===== config.mk =====
export PLATFORM = sky130hd
export DESIGN_NAME = multicycle_main_ctrl
export DESIGN_NICKNAME = d
export VERILOG_FILES = /design/src/rtl/cpu_ctrl_pkg.sv /design/src/rtl/mc_wait_timer.sv /design/src/rtl/multicycle_main_ctrl.sv
export SDC_FILE = /design/constraint.sdc
export NUM_CORES = 1
export LEC_CHECK = 0
export BUFFER_PORTS_ARGS = -buffer_cell sky130_fd_sc_hd__buf_2
export CORE_MARGIN = 4
export CORE_UTILIZATION = 33
export CTS_CLUSTER_SIZE = 40
export DETAILED_ROUTE_END_ITERATION = 6
export GPL_TIMING_DRIVEN = 0
export PLACE_DENSITY_LB_ADDON = 0.12
export REMOVE_ABC_BUFFERS = 1
export SYNTH_ARGS = -nofsm -noshare
export SYNTH_HDL_FRONTEND = slang
export SYNTH_SLANG_ARGS = --single-unit

===== constraint.sdc =====
create_clock -name clk_i -period 1.71 [get_ports clk_i]
set_input_delay 0.171 -clock clk_i [delete_from_list [all_inputs] [get_ports clk_i]]
set_output_delay 0.171 -clock clk_i [all_outputs]
set_load 0.03 [all_outputs]

===== src/rtl/cpu_ctrl_pkg.sv =====
// Shared encodings for the multicycle MIPS main controller:
// opcodes, FSM states, mux-select / ALUOp encodings and the control bundle.
// ALU_Control decodes funct using the same aluop_e encoding.
package cpu_ctrl_pkg;

    // Opcodes as they appear in IR[31:26]
    localparam logic [5:0] OP_RTYPE = 6'b000000;
    localparam logic [5:0] OP_LW    = 6'b100011;
    localparam logic [5:0] OP_SW    = 6'b101011;
    localparam logic [5:0] OP_BEQ   = 6'b000100;
    localparam logic [5:0] OP_J     = 6'b000010;
    localparam logic [5:0] OP_ADDI  = 6'b001000;

    typedef enum logic [1:0] {
        ALUOP_ADD   = 2'b00,
        ALUOP_SUB   = 2'b01,
        ALUOP_FUNCT = 2'b10
    } aluop_e;

    typedef enum logic [1:0] {
        SRCB_RT     = 2'b00,
        SRCB_FOUR   = 2'b01,
        SRCB_IMM    = 2'b10,
        SRCB_IMM_SH = 2'b11
    } alusrcb_e;

    typedef enum logic [1:0] {
        PCSRC_ALU    = 2'b00,
        PCSRC_ALUOUT = 2'b01,
        PCSRC_JUMP   = 2'b10
    } pcsrc_e;

    typedef enum logic [3:0] {
        S_IDLE   = 4'd0,
        S_FETCH  = 4'd1,
        S_DECODE = 4'd2,
        S_MEMADR = 4'd3,
        S_MEMRD  = 4'd4,
        S_MEMWB  = 4'd5,
        S_MEMWR  = 4'd6,
        S_EXEC   = 4'd7,
        S_RWB    = 4'd8,
        S_BRANCH = 4'd9,
        S_JUMP   = 4'd10,
        S_ADDIEX = 4'd11,
        S_ADDIWB = 4'd12,
        S_ERROR  = 4'd13
    } state_e;

    // Datapath control bundle driven by the output decoder
    typedef struct packed {
        logic     pc_write;
        logic     pc_write_cond;
        logic     i_or_d;
        logic     mem_read;
        logic     mem_write;
        logic     ir_write;
        logic     mem_to_reg;
        logic     reg_dst;
        logic     reg_write;
        logic     alu_src_a;
        alusrcb_e alu_src_b;
        aluop_e   alu_op;
        pcsrc_e   pc_source;
        logic     retire;
        logic     err;
    } ctrl_t;

    // States that wait on the memory ready handshake
    function automatic logic is_mem_wait(input state_e s);
        return (s == S_FETCH) || (s == S_MEMRD) || (s == S_MEMWR);
    endfunction

endpackage


===== src/rtl/mc_wait_timer.sv =====
// Memory-wait timer: counts not-ready cycles, flags the last allowed one.
// Ports: clk/rst, clr (restart), inc (count one cycle), timeout (count at limit).
module mc_wait_timer #(
    parameter int WAIT_MAX = 16
) (
    input  logic clk,
    input  logic rst,
    input  logic clr,
    input  logic inc,
    output logic timeout
);

    localparam int TW = $clog2(WAIT_MAX + 1);
    localparam logic [TW-1:0] LAST = TW'(WAIT_MAX - 1);

    logic [TW-1:0] cnt;

    // timeout means WAIT_MAX-1 not-ready cycles are already behind us,
    // so the current cycle is the final one that may still see ready.
    assign timeout = (cnt == LAST);

    always_ff @(posedge clk or posedge rst) begin
        if (rst) begin
            cnt <= '0;
        end else if (clr) begin
            cnt <= '0;
        end else if (inc && !timeout) begin
            cnt <= cnt + TW'(1);
        end
    end

endmodule


===== src/rtl/multicycle_main_ctrl.sv =====
// Main control FSM for the multicycle MIPS datapath with ready-handshake
// memory, wait timeout and a retired-instruction counter.
// Ports: clk_i, rst_i (async high), start_i, Op_i[5:0], mem_ready_i in;
//        datapath controls (PCWrite_o .. PCSource_o), retire_o,
//        instr_cnt_o[CNT_W-1:0], err_o out.
module multicycle_main_ctrl
    import cpu_ctrl_pkg::*;
#(
    parameter int WAIT_MAX = 16,
    parameter int CNT_W    = 32
) (
    input  logic             clk_i,
    input  logic             rst_i,
    input  logic             start_i,
    input  logic [5:0]       Op_i,
    input  logic             mem_ready_i,
    output logic             PCWrite_o,
    output logic             PCWriteCond_o,
    output logic             IorD_o,
    output logic             MemRead_o,
    output logic             MemWrite_o,
    output logic             IRWrite_o,
    output logic             MemtoReg_o,
    output logic             RegDst_o,
    output logic             RegWrite_o,
    output logic             ALUSrcA_o,
    output logic [1:0]       ALUSrcB_o,
    output logic [1:0]       ALUOp_o,
    output logic [1:0]       PCSource_o,
    output logic             retire_o,
    output logic [CNT_W-1:0] instr_cnt_o,
    output logic             err_o
);

    state_e     state;
    state_e     state_nxt;
    state_e     retire_nxt;
    ctrl_t      ctrl;
    logic       mem_wait;
    logic       timeout;
    logic [CNT_W-1:0] instr_cnt;

    assign mem_wait = is_mem_wait(state);

    // Timer restarts whenever we are outside a wait state or the access
    // completes, so every entry into a wait state starts from zero.
    mc_wait_timer #(
        .WAIT_MAX (WAIT_MAX)
    ) u_wait_timer (
        .clk     (clk_i),
        .rst     (rst_i),
        .clr     (!mem_wait || mem_ready_i),
        .inc     (mem_wait && !mem_ready_i),
        .timeout (timeout)
    );

    // State register
    always_ff @(posedge clk_i or posedge rst_i) begin
        if (rst_i) begin
            state <= S_IDLE;
        end else begin
            state <= state_nxt;
        end
    end

    // After completing an instruction, continue only while run is enabled
    assign retire_nxt = start_i ? S_FETCH : S_IDLE;

    // Next-state logic
    always_comb begin
        state_nxt = state;
        unique case (state)
            S_IDLE: begin
                if (start_i) state_nxt = S_FETCH;
            end
            S_FETCH: begin
                if (mem_ready_i)  state_nxt = S_DECODE;
                else if (timeout) state_nxt = S_ERROR;
            end
            S_DECODE: begin
                case (Op_i)
                    OP_RTYPE: state_nxt = S_EXEC;
                    OP_LW,
                    OP_SW:    state_nxt = S_MEMADR;
                    OP_BEQ:   state_nxt = S_BRANCH;
                    OP_J:     state_nxt = S_JUMP;
                    OP_ADDI:  state_nxt = S_ADDIEX;
                    default:  state_nxt = S_ERROR;
                endcase
            end
            S_MEMADR: begin
                state_nxt = (Op_i == OP_LW) ? S_MEMRD : S_MEMWR;
            end
            S_MEMRD: begin
                if (mem_ready_i)  state_nxt = S_MEMWB;
                else if (timeout) state_nxt = S_ERROR;
            end
            S_MEMWR: begin
                if (mem_ready_i)  state_nxt = retire_nxt;
                else if (timeout) state_nxt = S_ERROR;
            end
            S_EXEC:   state_nxt = S_RWB;
            S_ADDIEX: state_nxt = S_ADDIWB;
            S_MEMWB,
            S_RWB,
            S_BRANCH,
            S_JUMP,
            S_ADDIWB: state_nxt = retire_nxt;
            S_ERROR:  state_nxt = S_ERROR;
            default:  state_nxt = S_ERROR;
        endcase
    end

    // Output decode (Moore, except the ready-qualified fetch/store strobes)
    always_comb begin
        ctrl = '0;
        unique case (state)
            S_IDLE: ;
            S_FETCH: begin
                ctrl.mem_read  = 1'b1;
                ctrl.alu_src_b = SRCB_FOUR;
                ctrl.alu_op    = ALUOP_ADD;
                ctrl.pc_source = PCSRC_ALU;
                ctrl.ir_write  = mem_ready_i;
                ctrl.pc_write  = mem_ready_i;
            end
            S_DECODE: begin
                ctrl.alu_src_b = SRCB_IMM_SH;
                ctrl.alu_op    = ALUOP_ADD;
            end
            S_MEMADR,
            S_ADDIEX: begin
                ctrl.alu_src_a = 1'b1;
                ctrl.alu_src_b = SRCB_IMM;
                ctrl.alu_op    = ALUOP_ADD;
            end
            S_MEMRD: begin
                ctrl.mem_read = 1'b1;
                ctrl.i_or_d   = 1'b1;
            end
            S_MEMWB: begin
                ctrl.reg_write  = 1'b1;
                ctrl.mem_to_reg = 1'b1;
                ctrl.retire     = 1'b1;
            end
            S_MEMWR: begin
                ctrl.mem_write = 1'b1;
                ctrl.i_or_d    = 1'b1;
                ctrl.retire    = mem_ready_i;
            end
            S_EXEC: begin
                ctrl.alu_src_a = 1'b1;
                ctrl.alu_src_b = SRCB_RT;
                ctrl.alu_op    = ALUOP_FUNCT;
            end
            S_RWB: begin
                ctrl.reg_write = 1'b1;
                ctrl.reg_dst   = 1'b1;
                ctrl.retire    = 1'b1;
            end
            S_BRANCH: begin
                ctrl.alu_src_a     = 1'b1;
                ctrl.alu_src_b     = SRCB_RT;
                ctrl.alu_op        = ALUOP_SUB;
                ctrl.pc_write_cond = 1'b1;
                ctrl.pc_source     = PCSRC_ALUOUT;
                ctrl.retire        = 1'b1;
            end
            S_JUMP: begin
                ctrl.pc_write  = 1'b1;
                ctrl.pc_source = PCSRC_JUMP;
                ctrl.retire    = 1'b1;
            end
            S_ADDIWB: begin
                ctrl.reg_write = 1'b1;
                ctrl.retire    = 1'b1;
            end
            S_ERROR: begin
                ctrl.err = 1'b1;
            end
            default: ;
        endcase
    end

    // Retired-instruction counter, wraps naturally
    always_ff @(posedge clk_i or posedge rst_i) begin
        if (rst_i) begin
            instr_cnt <= '0;
        end else if (ctrl.retire) begin
            instr_cnt <= instr_cnt + CNT_W'(1);
        end
    end

    assign PCWrite_o     = ctrl.pc_write;
    assign PCWriteCond_o = ctrl.pc_write_cond;
    assign IorD_o        = ctrl.i_or_d;
    assign MemRead_o     = ctrl.mem_read;
    assign MemWrite_o    = ctrl.mem_write;
    assign IRWrite_o     = ctrl.ir_write;
    assign MemtoReg_o    = ctrl.mem_to_reg;
    assign RegDst_o      = ctrl.reg_dst;
    assign RegWrite_o    = ctrl.reg_write;
    assign ALUSrcA_o     = ctrl.alu_src_a;
    assign ALUSrcB_o     = ctrl.alu_src_b;
    assign ALUOp_o       = ctrl.alu_op;
    assign PCSource_o    = ctrl.pc_source;
    assign retire_o      = ctrl.retire;
    assign instr_cnt_o   = instr_cnt;
    // ERROR is absorbing until reset, so the flag is sticky by construction
    assign err_o         = ctrl.err;

endmodule


Word-level counts from Yosys, hierarchy flattened
Index checks and enable logic that the tools add are counted.
W data, S select, Z words.
Storage, ports and cells
  bits in registers: 41
  input port bits: 10
Operators by class
  $add $sub $neg: 2
  equal/unequal tests: 20
  mux-type cells: 25
  reductions and logical operators: 18
Operators with widths (count)
  $pmux W4 S5: 2
  $pmux W4 S9: 1
  $add A32 B1 Y32 const B: 1
  $eq A4 B4 Y1 const B: 6
  $mux W4: 5
  $eq A4 B3 Y1 const B: 4
  $eq A6 B6 Y1 const B: 2
  $mux W1: 11
  $mux W5: 2
  $eq A4 B2 Y1 const B: 2
  $reduce_or A2 Y1: 4
  $eq A6 B2 Y1 const B: 1
  $eq A6 B3 Y1 const B: 1
  $eq A6 B4 Y1 const B: 1
  $logic_not A6 Y1: 1
  $add A5 B1 Y5 const B: 1
  $eq A5 B4 Y1 const B: 1
  $reduce_or A5 Y1: 1
  $eq A4 B1 Y1 const B: 1
  $logic_not A4 Y1: 1
  $pmux W1 S2: 2
  $pmux W2 S2: 1
  $reduce_or A4 Y1: 1
  $logic_not A1 Y1: 3
  other kinds (6): 9

Longest topological paths before layout
  depth in word-level cells: 7
  gate-level depth with buffers: 8
  gate-level depth less buffers: 7

Hierarchy
A second synthesis with hierarchy kept.
Second synthesis, totals
  cells, all modules: 270
  area total of the unflattened synthesis: 2454.9 um2
By module, submodules not included
  multicycle_main_ctrl: instances 1, cells each 246, area each 2190.9 um2, seq. area each 900.9 um2
  mc_wait_timer: instances 1, cells each 24, area each 264.0 um2, seq. area each 125.1 um2

Worst setup path before layout
OpenSTA, ideal clock, no wires.
  path type: register -> output
  from: register state[1]
  to: output PCSource_o[0]
  arrival: 1.787 ns
  required time: 1.539 ns
  setup slack: -0.248 ns
  cell stages (with the launch flop): 5
  cells stage by stage: dfrtp_1 buf_2 buf_1 nor3_1 buf_4
On the way
  cells in the longest elaborated chain, start to end: 2
RTL lines
  start, declared: line multicycle_main_ctrl.sv:35  | state_e state;
  start signal, assigned: line multicycle_main_ctrl.sv:62  | state <= state_nxt;
  $eq A4 B4 Y1: line multicycle_main_ctrl.sv:117  | unique case (state)
  $pmux W2 S2 (*): line multicycle_main_ctrl.sv:117
  end, declared: line multicycle_main_ctrl.sv:29  | output logic [1:0] PCSource_o,
Mark *: on every way between the ends. The rest lies on a longest branch, timed or not.

Worst setup path after layout
  from: register u_wait_timer.cnt[1]
  to: register state[2]
On the way
  cells in the longest elaborated chain, start to end: 4
RTL lines
  start, declared: line mc_wait_timer.sv:16  | logic [TW-1:0] cnt;
  start signal, assigned: line mc_wait_timer.sv:28  | cnt <= cnt + TW'(1);
  $eq A5 B4 Y1 (*): line mc_wait_timer.sv:20  | assign timeout = (cnt == LAST);
  $mux W4 (*)
  $mux W4, on equally long branches
  $pmux W4 S9 (*)
Marked as above.
A chain may end at the register's enable or synchronous reset.

==> impl_summary.log <==
[metrics] first-pass GRT wire length: 9.85 mm
[metrics] core outline area: 6910 µm²
[metrics] number of flops mapped to enable cells by yosys: 0
[metrics] Inserted Diodes: 0
[metrics] clock sink total: 41
[metrics] setup repair after global routing missed its margin: true
[metrics] hold slack final: 0.0497 ns
[metrics] fraction of layout instances using a drive strength above 1: 0.415
[metrics] total buffers and inverters traversed by the critical path: 0
[metrics] family with the most delay on the worst path: compound AO/OA/AOI/OAI gates
[metrics] clock latency at the later pin of the worst-skew pair: 0.29 ns
[metrics] Power Total: 3.88 mW
[metrics] cell area after synthesis: 2390 µm²
[metrics] TritonCTS clock tree: done
[metrics] count of H-tree levels built during CTS: 2
[metrics] number of antenna violations at the first check in global routing: 0
[metrics] timing-limited maximum frequency: 0.584 GHz
[metrics] vias in the first global route: 2037
[metrics] Post-CTS Hold Fix Bufs: 0
[metrics] full die area: 8660 µm²
[metrics] Post-Synthesis Cells: 259
[metrics] aggregate routed wire length: 6.14 mm
[metrics] Yosys reg bits: 41
[metrics] minimum period implied by the final worst setup slack: 1.71 ns
[metrics] Layout area overhead: 36.7%
[metrics] worst reg-to-reg setup slack: -0.002 ns
[metrics] static leakage power: 1.53 nW
[metrics] post-placement worst setup slack: -0.393 ns
[metrics] total DRC errors in the routed layout: 0
[metrics] maximum vdd ir drop: 0.000788 V
[metrics] commonest non-fill, non-tap cell in the layout: sky130_fd_sc_hd__buf_2
[metrics] number of cells on the worst reg-to-reg path: 7
[metrics] run status: finished with violations
[metrics] clock-pin slew on the worst setup and hold paths: 0.08 ns
[metrics] Pre-Repair DR Iteration Count: 4
[metrics] final weighted congestion of routability-driven global placement: 0.774
[metrics] count of nets left with antenna violations after detail routing: 0
[metrics] TritonCTS Buffers: 5
[metrics] worst hold path class: in -> async
[metrics] count of endpoints failing hold in the final timing report: 0
[metrics] violated checks: setup timing
[metrics] crit path kind: reg -> reg
[metrics] per-cell via count in the routed design: 4.98
[metrics] post-synthesis sequential area ratio: 0.430
[metrics] Least-Margin Pin Slew: 0.869 ns
[metrics] number of rows in the core area: 30
[metrics] GR Overflow Total: 0
[metrics] startpoint type of the worst setup path: register
[metrics] starting density of the core: 0.346
[metrics] FILL cells: 699
[metrics] delay of the slowest cell on the worst path: 0.40 ns
[metrics] launch point of the worst reg-to-reg path: u_wait_timer.cnt[1]
[metrics] worst-case clock buffer depth: 2
[metrics] total power per unit cell area: 1190 nW/µm²
[metrics] total of max-cap violations: 0
[metrics] routed via count: 2156
[metrics] Clock Tree Root: sky130_fd_sc_hd__clkbuf_8
[metrics] syn avg cell area: 9.22 µm²
[metrics] number of endpoints failing setup at the final stage: 1
[metrics] post-layout worst setup margin: -0.00177 ns
[metrics] average detailed-routed wire length per instance: 14.2 µm
[metrics] Relative slew margins: 0.420
[metrics] DIE WIDTH: 93.1 µm
[metrics] Critical-path top delay cell: sky130_fd_sc_hd__dfrtp_1
[metrics] iteration-0 DRC count of the detailed router: 68
[metrics] number of top-level pins: 60
[metrics] net count of the finished layout: 349
[metrics] pin count of the biggest net entering global routing: 42
[metrics] hpwl dp: 3.85 mm
[metrics] async set-or-reset flop fraction in the synthesized netlist: 1.00
[metrics] cell-by-cell trace of the critical path: ha_2 -> and3_4 -> ha_4 -> nor3b_4 -> o21ai_2 -> a21oi_2 -> a221o_1
[metrics] share of the clock period used by the worst path: 1.00
[metrics] flip-flop cell with the highest count after synthesis: sky130_fd_sc_hd__dfrtp_1
[metrics] Crit path arrival time: 1.88 ns
[metrics] overall die height: 93.1 µm
[metrics] commonest cells after routing, fill and taps aside: sky130_fd_sc_hd__buf_2, sky130_fd_sc_hd__dfrtp_1, sky130_fd_sc_hd__xnor2_1, sky130_fd_sc_hd__buf_4, sky130_fd_sc_hd__nor2_1
[metrics] Yosys warning count: 0
[metrics] final max-slew violation count: 0
[metrics] total of buffers placed on input and output ports: 59
[metrics] Crit Path Max Fanout: 3
[metrics] library cells used by synthesis: 43
[metrics] type of element capturing the critical path: register
[metrics] crit path from: u_wait_timer.cnt[1]
[metrics] global-route usage over all layers: 0.141
[metrics] number of cells on the critical path: 7
[metrics] data required time at the worst endpoint: 1.88 ns
[metrics] setup clock skew after layout: 0.00610 ns
## power by group
part	internal (mW)	total, mW	switching, mW
clock	0.365	0.693	0.328
sequential	1.10	1.28	0.179
combinational	0.749	1.90	1.16
## cells by family after synthesis
logic type | Yosys count | synth area share
buf+inv | 21 | 0.0425
fa+ha+maj | 3 | 0.0157
flops | 41 | 0.430
compound gates | 33 | 0.0875
xor+xnor | 37 | 0.136
simple gates | 121 | 0.276
mux | 3 | 0.0131
## state kept, by name (all words and copies together), names as in the netlist
name	cells
instr_cnt_o	32
u_wait_timer.cnt	5
state	4
## cell usage after synthesis (4+ instances only)
| library cell | count | share of area |
|---|---|---|
| sky130_fd_sc_hd__and3_1 | 11 | 0.029 |
| sky130_fd_sc_hd__xnor2_1 | 30 | 0.11 |
| sky130_fd_sc_hd__buf_2 | 6 | 0.013 |
| sky130_fd_sc_hd__nand2_1 | 17 | 0.027 |
| sky130_fd_sc_hd__dfrtp_1 | 41 | 0.43 |
| sky130_fd_sc_hd__nand3_1 | 17 | 0.036 |
| sky130_fd_sc_hd__a21oi_1 | 12 | 0.025 |
| sky130_fd_sc_hd__nand4_1 | 13 | 0.034 |
| sky130_fd_sc_hd__inv_1 | 4 | 0.0063 |
| sky130_fd_sc_hd__clkbuf_1 | 5 | 0.0079 |
| sky130_fd_sc_hd__nor2_1 | 25 | 0.039 |
| sky130_fd_sc_hd__buf_4 | 4 | 0.013 |
| sky130_fd_sc_hd__o21ai_0 | 10 | 0.021 |
| sky130_fd_sc_hd__xor2_1 | 7 | 0.026 |
| sky130_fd_sc_hd__nor3_1 | 12 | 0.025 |
## worst paths after layout
kind	end
setup / recovery	state[2]
hold / removal	u_wait_timer.cnt[3]
setup reg to reg	state[2]
hold reg to reg	instr_cnt_o[31]
max in group asynchronous	state[0]
min in group clk_i	state[0]
## metal layers
layer,routed length (µm),GRT usage,up-vias,part of all wire
met4,59,0.0427,0,0.0096
li1,-,-,1073,-
met5,0,0,-,0
met2,2780,0.224,40,0.45
met3,217,0.0306,7,0.035
met1,3090,0.192,1036,0.50
## per-stage QoR
| stage | cells | instance area (µm²) | util | TNS (ns) |
|---|---|---|---|---|
| 2_1_floorplan | 242 | 2300 | - | -2.18 |
| 3_5_place_dp | 397 | 2720 | 0.393 | -9.25 |
| 5_1_grt | 433 | 3260 | 0.472 | -0.149 |
| 3_3_place_gp | 397 | 2720 | 0.393 | -10.09 |
| 6_report | 433 | 3260 | 0.472 | -0.00177 |
| 4_1_cts | 425 | 3080 | 0.445 | 0 |
## cell type report
| cell class | count | area (µm²) | share of cell area |
|---|---|---|---|
| timing repair buffer | 85 | 552 | 0.169 |
| clock inverter | 1 | 5.00 | 0.00153 |
| tap | 96 | 120 | 0.0368 |
| clock buffer | 7 | 96.3 | 0.0295 |
| sequential | 41 | 1040 | 0.319 |
| multi-input combinational | 199 | 1430 | 0.439 |
| inverter | 4 | 17.5 | 0.00537 |
## what timing repair did
| action | CTS | global route |
|---|---|---|
| setup buffers | 19 | 7 |
| gates resized for setup | 26 | 38 |
| cloned | 1 | 1 |
| setup endpoints to repair | 51 | 31 |
| pin swaps | 5 | 12 |
Power figures use the tool's default switching activity.
